## config.mk

```make
export PLATFORM = sky130hd
export DESIGN_NAME = serial_cmd_rx
export DESIGN_NICKNAME = d
export VERILOG_FILES = /design/src/rtl/serial_cmd_rx.sv
export SDC_FILE = /design/constraint.sdc
export NUM_CORES = 1
export LEC_CHECK = 0
export ABC_CLOCK_PERIOD_IN_PS = 2200
export CORE_MARGIN = 3
export CORE_UTILIZATION = 49
export CTS_CLUSTER_DIAMETER = 150
export CTS_CLUSTER_SIZE = 20
export DETAILED_ROUTE_END_ITERATION = 7
export GPL_TIMING_DRIVEN = 1
export PLACE_DENSITY = 0.9
export SLEW_MARGIN = 20
export SYNTH_ARGS = -nofsm -noshare
export SYNTH_HDL_FRONTEND = slang
export SYNTH_SLANG_ARGS = --single-unit
```

## constraint.sdc

```tcl
create_clock -name clock -period 2.2 [get_ports clock]
set_clock_uncertainty 0.05 [all_clocks]
set_input_delay 0.44 -clock clock [delete_from_list [all_inputs] [get_ports clock]]
set_output_delay 0.44 -clock clock [all_outputs]
set_load 0.02 [all_outputs]
```

## src/rtl/serial_cmd_rx.sv

```systemverilog
// serial_cmd_rx: 3-wire serial command port (SCLK/SEN/SDI, SDO readback) to a
// parallel register-write bus. Serial pins are asynchronous and synchronized
// here; decisions are taken on registered edge pulses of the synchronized lines.
// Build option: define SERIAL_READBACK_EN to enable read frames (READ state,
// sdo/sdo_oe/rd_addr). Without it, read frames are silently dropped.
//
// state | meaning
// IDLE  | waiting for a falling edge on synchronized sen
// SHIFT | frame open, shifting header/data bits in on sclk rises
// READ  | read header accepted, shifting rd_data out on sclk falls
module serial_cmd_rx #(
  parameter int SYNC_STAGES = 2
) (
  input  logic        clock,
  input  logic        reset,
  input  logic        sclk,
  input  logic        sen,
  input  logic        sdi,
  output logic        sdo,
  output logic        sdo_oe,
  output logic [6:0]  rd_addr,
  input  logic [31:0] rd_data,
  output logic [6:0]  serial_addr,
  output logic [31:0] serial_data,
  output logic        serial_strobe,
  output logic [5:0]  frame_err
);

`ifdef SERIAL_READBACK_EN
  localparam bit RdbkEn = 1'b1;
`else
  localparam bit RdbkEn = 1'b0;
`endif

  typedef enum logic [1:0] {
    IDLE  = 2'd0,
    SHIFT = 2'd1,
    READ  = 2'd2
  } state_t;

  logic [SYNC_STAGES-1:0] sclk_sync_q, sen_sync_q, sdi_sync_q;
  logic sclk_dly_q, sen_dly_q, sdi_dly_q;
  logic sclk_rise_q, sclk_fall_q, sen_rise_q, sen_fall_q;
  logic sclk_s, sen_s, sdi_s;

  state_t      state_q, state_d;
  logic [5:0]  cnt_q, cnt_d;
  logic [39:0] sr_q, sr_d;
  logic        rw_q, rw_d;
  logic [5:0]  err_q, err_d;
  logic        err_inc;
  logic        strobe_q, strobe_d;
  logic [6:0]  addr_q, addr_d;
  logic [31:0] data_q, data_d;
  logic [6:0]  rd_addr_q, rd_addr_d;
  logic [31:0] out_sr_q, out_sr_d;
  logic        sdo_q, sdo_d;
  logic [1:0]  ld_q, ld_d;

  assign sclk_s = sclk_sync_q[SYNC_STAGES-1];
  assign sen_s  = sen_sync_q[SYNC_STAGES-1];
  assign sdi_s  = sdi_sync_q[SYNC_STAGES-1];

  // Synchronizers and registered edge pulses. Everything resets to 0 so that
  // sen held low across reset never looks like a fresh falling edge; sdi is
  // delayed one more flop so it lines up with the registered sclk pulse.
  always_ff @(posedge clock) begin
    if (reset) begin
      sclk_sync_q <= '0;
      sen_sync_q  <= '0;
      sdi_sync_q  <= '0;
      sclk_dly_q  <= 1'b0;
      sen_dly_q   <= 1'b0;
      sdi_dly_q   <= 1'b0;
      sclk_rise_q <= 1'b0;
      sclk_fall_q <= 1'b0;
      sen_rise_q  <= 1'b0;
      sen_fall_q  <= 1'b0;
    end else begin
      sclk_sync_q <= {sclk_sync_q[SYNC_STAGES-2:0], sclk};
      sen_sync_q  <= {sen_sync_q[SYNC_STAGES-2:0], sen};
      sdi_sync_q  <= {sdi_sync_q[SYNC_STAGES-2:0], sdi};
      sclk_dly_q  <= sclk_s;
      sen_dly_q   <= sen_s;
      sdi_dly_q   <= sdi_s;
      sclk_rise_q <= sclk_s & ~sclk_dly_q;
      sclk_fall_q <= ~sclk_s & sclk_dly_q;
      sen_rise_q  <= sen_s & ~sen_dly_q;
      sen_fall_q  <= ~sen_s & sen_dly_q;
    end
  end

  // Next-state, frame shifting, frame evaluation and readback shifting.
  always_comb begin
    state_d   = state_q;
    cnt_d     = cnt_q;
    sr_d      = sr_q;
    rw_d      = rw_q;
    err_inc   = 1'b0;
    strobe_d  = 1'b0;
    addr_d    = addr_q;
    data_d    = data_q;
    rd_addr_d = rd_addr_q;
    out_sr_d  = out_sr_q;
    sdo_d     = sdo_q;
    ld_d      = {ld_q[0], 1'b0};

    case (state_q)
      IDLE: begin
        if (sen_fall_q) begin
          state_d = SHIFT;
          cnt_d   = '0;
          sr_d    = '0;
          rw_d    = 1'b0;
        end
      end
      SHIFT: begin
        // sen rising beats a coincident sclk edge: that bit is not counted
        if (sen_rise_q) begin
          state_d = IDLE;
          if (cnt_q != 6'd0) begin
            if (!rw_q) begin
              if (cnt_q == 6'd40) begin
                strobe_d = 1'b1;
                addr_d   = sr_q[38:32];
                data_d   = sr_q[31:0];
              end else begin
                err_inc = 1'b1;
              end
            end else if (RdbkEn) begin
              // only a read header cut short can end here with readback on
              err_inc = 1'b1;
            end
          end
        end else if (sclk_rise_q) begin
          sr_d  = {sr_q[38:0], sdi_dly_q};
          cnt_d = (cnt_q == 6'd63) ? cnt_q : cnt_q + 6'd1;
          if (cnt_q == 6'd0) begin
            rw_d = sdi_dly_q;
          end
          if (RdbkEn && rw_q && cnt_q == 6'd7) begin
            state_d   = READ;
            rd_addr_d = {sr_q[5:0], sdi_dly_q};
            ld_d[0]   = 1'b1;
          end
        end
      end
      READ: begin
        if (sen_rise_q) begin
          state_d = IDLE;
          sdo_d   = 1'b0;
        end else begin
          if (sclk_fall_q) begin
            sdo_d    = out_sr_q[31];
            out_sr_d = {out_sr_q[30:0], 1'b0};
          end
          // readback mux has had two cycles to settle on rd_addr
          if (ld_q[1]) begin
            out_sr_d = rd_data;
          end
        end
      end
      default: state_d = IDLE;
    endcase

    err_d = err_q;
    if (err_inc && err_q != 6'd63) begin
      err_d = err_q + 6'd1;
    end
  end

  // Frame state and output registers.
  always_ff @(posedge clock) begin
    if (reset) begin
      state_q   <= IDLE;
      cnt_q     <= '0;
      sr_q      <= '0;
      rw_q      <= 1'b0;
      err_q     <= '0;
      strobe_q  <= 1'b0;
      addr_q    <= '0;
      data_q    <= '0;
      rd_addr_q <= '0;
      out_sr_q  <= '0;
      sdo_q     <= 1'b0;
      ld_q      <= '0;
    end else begin
      state_q   <= state_d;
      cnt_q     <= cnt_d;
      sr_q      <= sr_d;
      rw_q      <= rw_d;
      err_q     <= err_d;
      strobe_q  <= strobe_d;
      addr_q    <= addr_d;
      data_q    <= data_d;
      rd_addr_q <= rd_addr_d;
      out_sr_q  <= out_sr_d;
      sdo_q     <= sdo_d;
      ld_q      <= ld_d;
    end
  end

  assign sdo           = sdo_q;
  assign sdo_oe        = RdbkEn && (state_q == READ);
  assign rd_addr       = rd_addr_q;
  assign serial_addr   = addr_q;
  assign serial_data   = data_q;
  assign serial_strobe = strobe_q;
  assign frame_err     = err_q;

endmodule

```

* Word-level counts from Yosys, hierarchy flattened *
Cells that the tools add are included.

storage, ports and cells
  logic and storage cells = 90
  bits of input ports = 37
  register bits after elaboration = 142
  output and inout port bits = 55

cells by class
  bitwise operators = 12
  muxes and demuxes = 27
  eq/ne operators = 11
  $add $sub $neg = 2
  reduce and logical (&&, ||, !) cells = 16

operators with widths
  operator             number
  $mux 39              3
  $pmux 39 s2          1
  $mux 32              2
  $mux 6               4
  $reduce_and 5->1     3
  $add 6x1->6 const B  2
  $eq 6x6->1 const B   2
  $mux 1               12
  $pmux 6 s2           1
  $ne 2x2->1 const B   5
  $not 1->1            8
  $logic_not 6->1      1
  $ne 6x6->1 const B   1
  $reduce_bool 2->1    3
  $reduce_bool 6->1    1
  $reduce_or 5->1      1
  $and 1x1->1          4
  $mux 2               2
  $pmux 2 s2           1
  $reduce_and 2->1     2
  $reduce_and 4->1     1
  $reduce_and 3->1     1
  $eq 2x1->1 const B   1
  $eq 2x2->1 const B   1
  5 further kinds      5

* Depth between registers and ports, before layout *
  depth in word-level cells = 7
  mapped depth = 8

* Worst setup path before layout *
Ideal clock, no wire load.

  path type = register to register
  start point = register cnt_q[0]
  end point = register err_q[3], in the netlist frame_err[3]
  setup time = 0.121 ns
  required time = 2.029 ns
  stages on the path, launching flop included = 7
  arrival = 1.554 ns
  setup slack = 0.475 ns
  path through = dfxtp_1 > inv_1 > ha_1 > nor3b_2 > a21bo_4 > nor4b_2 > mux2_2

on the way
  cells in the longest elaborated chain, start to end = 7

ends and longest elaborated chain
  element                 line  source
  from (decl)             47    logic [5:0] cnt_q, cnt_d;
  from (signal assigned)  189   cnt_q <= cnt_d;
  $eq 6x6->1              123   if (cnt_q == 6'd40) begin
  $mux 1                  123
  $mux 1                  122   if (!rw_q) begin
  $mux 1 *                121   if (cnt_q != 6'd0) begin
  $mux 1 *                119   if (sen_rise_q) begin
  $mux 1 *                108   case (state_q)
  $logic_and 1x1->1 *     167   if (err_inc && err_q != 6'd63) begin
  to (signal assigned)    192   err_q <= err_d;
  to (decl)               50    logic [5:0] err_q, err_d;

Every way passes the cells marked *; elsewhere a longest branch is shown, timed or not.
A chain may end at the register's enable or synchronous reset.

* Worst setup path after layout *
  start point = register err_q[2], in the netlist frame_err[2]
  end point = output frame_err[2]

RTL lines
  element    line  source
  to (decl)  26    output logic [5:0] frame_err

No word-level cell between the ends.

==> run metrics <==
share of cells above drive strength 1 0.0787; Clk pin slew, worst setup/hold paths 0.09 ns; crit start category flip-flop; Via density between 5 and 6; flop2flop setup slack approximately 0.30 ns; Seq/Total Area, Yosys 0.552; Final period util 0.887; GRT Residual Overflow 0; CTS Hold Bufs 0; via count about 3000; boundary pin count roughly 90; largest family of logic cells by synthesized area simple AND/OR/NAND/NOR gates; Arr. time, crit path ~1.5 ns; initial antenna violation count 0; Initial Utilization 0.514; Skew-Pair Late Insertion Delay roughly 0.36 ns; area of the die 8870 µm²; post-synthesis xor/xnor area fraction 0.00230; RePlAce Congestion between 0.7 and 0.8; Crit Path Max Fanout 6; mux contribution to synthesized area 0.0141; Switch Pwr approximately 0.69 mW; crit-path max cell delay approximately 0.65 ns; maximum VDD drop around 0.00038 V; Main synth FF type dfxtp_1; Post-synth EDFFs 0; slowest CP cell clkdlybuf4s50_1; Cell Int Power between 2 and 2.5 mW; Leak 1.53 nW; fmax between 500 and 600 MHz; number of synthesis warnings 0; P&R area growth vs syn 19.1%; Synth Area in Compound Gates 0.162; Mapped Area around 3800 µm²; H-tree depth 3; Crit path buffers/inverters 1; CTS Sinks between 100 and 150; first-pass GRT wire length 12.8 mm; sequential power share 0.616; Synth area leader dfxtp_1; Slew Viols, Final 0; Hold Path End sclk_rise_q; Core ar. 7410 µm²; Total Wirelength roughly 7.6 mm; number of global-route vias before repair about 2900; row count 31; post-CTS sizing 0; Initial DRC Count 169; CTS Buffer Depth 2; worst slew pin tran 0.674 ns; Async S/R FF share, synth 0; max_slew headroom 0.550; Adder-Cell Fraction of Synth Area 0.00985; delay-heaviest family, CP buffers and inverters; Remaining DRCs 0; Max-Cap Viols 0; port bufs 50; final setup vio count 0; #FFs+latches synth 105; CTS Buf Count 9; Gate power share 0.023; most numerous cell in the Yosys netlist dfxtp_1; ANT nets after route 0; unrepaired setup endpoints after global routing false; Die Ht around 94 µm; nets between 500 and 600; post-synth cell types 41; min-delay src sclk_dly_q; # diodes 0; post-DP HPWL about 5 mm; Simple-Gate Fraction of Synth Area 0.203; hold crit path type flip-flop to flip-flop; cells along the critical path clkdlybuf4s50_1; Avg Inst Size Synth ~9 µm²; RR Startpoint cnt_q[0]; GRT Util Overall 0.179; top cell type's share of synthesized area 0.552; pin count of the biggest net entering global routing 41; Core Util, Final 0.613; chip width 94.2 µm; Period minus WS final slightly below 2 ns; PnR Total Power between 3 and 4 mW; top cells by area, synth dfxtp_1 55%, nand2_1 8.2%, a22oi_1 7.7%; WHS Path Cells 1; worst r2r path cells 6; Final Hold Vio Count 0; Switching Fraction 0.223; Commonest cells post-synth 105 x dfxtp_1, 83 x nand2_1, 48 x nor2_1, 46 x a21oi_1, 39 x a22oi_1; Clock Power Share 0.361; Crit Path Category flip-flop to primary output; Critical R2R Capture frame_err[3]; setup TNS 0 ns; WP data required 1.71 ns; Syn Inst Count roughly 430; Placed Area 4350 µm²; status finished, final reports clean; hold slack final approximately 0.35 ns; # Post-CTS Setup Buffers 0; Power Density between 600 and 700 nW/µm²; Worst setup EP type primary output; final instance area 4540 µm²; WL per Instance approximately 13 µm; CTS tree built; drt first pass iters 4; Root Driver clkbuf_8
[cells in the final DEF, fill, tap and decap left out, types with 2 or more instances in the layout]
master           synthesis  routed
nor2b_1                 13      13
nand3_1                  6       6
a22oi_1                 39      39
nand4_1                  2       2
conb_1                   1       9
nand2b_1                 2       2
buf_4                   12       7
or4_1                    2       2
mux2i_1                  2       2
mux2_2                   3       3
nor2_1                  48      48
o31ai_1                  2       2
or3_1                    4       4
buf_12                   0       2
inv_1                    4       4
nand2_1                 83      83
dfxtp_1                105     105
clkbuf_8                 0      11
a21oi_1                 46      46
clkdlybuf4s50_1          0      49
clkinv_4                 0       2
ha_1                     3       3
o21ai_0                  3       3
[power groups by stage]
stage	registers, mW	clock network, mW	logic, mW
floorplan	1.95	0	0.0641
global placement	1.95	0	0.0701
detailed placement	1.95	0	0.0710
CTS	1.91	1.14	0.0712
global route	1.91	1.22	0.0784
finish	1.91	1.12	0.0718
[through the flow]
stage	instances	worst slack, ns
detailed placement	553	0.337
finish	569	0.248
global route	569	0.204
CTS	569	0.258
global placement	553	0.406
floorplan	434	0.475
[sequential cells by signal (all words and copies together) (netlist names)]
register and count:
sr_q 39, serial_data 32, serial_addr 7, cnt_q 6, frame_err 6, sclk_sync_q 2, sdi_sync_q 2, sen_sync_q 2
rw_q 1, sclk_dly_q 1, sclk_rise_q 1, sdi_dly_q 1, sen_dly_q 1, sen_fall_q 1, sen_rise_q 1, serial_strobe 1
state_q 1
[logic make-up after synthesis]
kind of cell | after synthesis
AOI/OAI and AO/OA | 96
xor gates and xnor gates | 1
adders and majority gates | 3
buffers and inverters | 43
DFF | 105
muxes | 5
other | 1
and+or+nand+nor | 172
[worst max-delay path by stage]
stage	start	depth (start not counted)	end	slack, ns
floorplan	cnt_q[0]	6	frame_err[3]	0.47
global placement	cnt_q[0]	6	frame_err[3]	0.41
detailed placement	cnt_q[0]	6	frame_err[3]	0.34
CTS	frame_err[2]	1	frame_err[2]	0.26
global route	frame_err[2]	1	frame_err[2]	0.20
finish	frame_err[2]	1	frame_err[2]	0.25
[layer usage]
layer	GRT usage	vias to the layer above	wire length, µm
li1	-	1498	-
met1	0.219	1444	3300
met2	0.298	83	3740
met3	0.0441	11	453
met4	0.0770	0	111
met5	0	-	0
[area by class of cell]
cell class	instances	area, µm²
clock buffers	11	151
fillers	627	2870
well taps	99	124
clock inverters	5	38.8
inverters	4	15.0
multi-input cells	286	1520
repair buffers	59	588
flip-flops and latches	105	2100
Note: power is estimated with default switching activity, not from simulation.
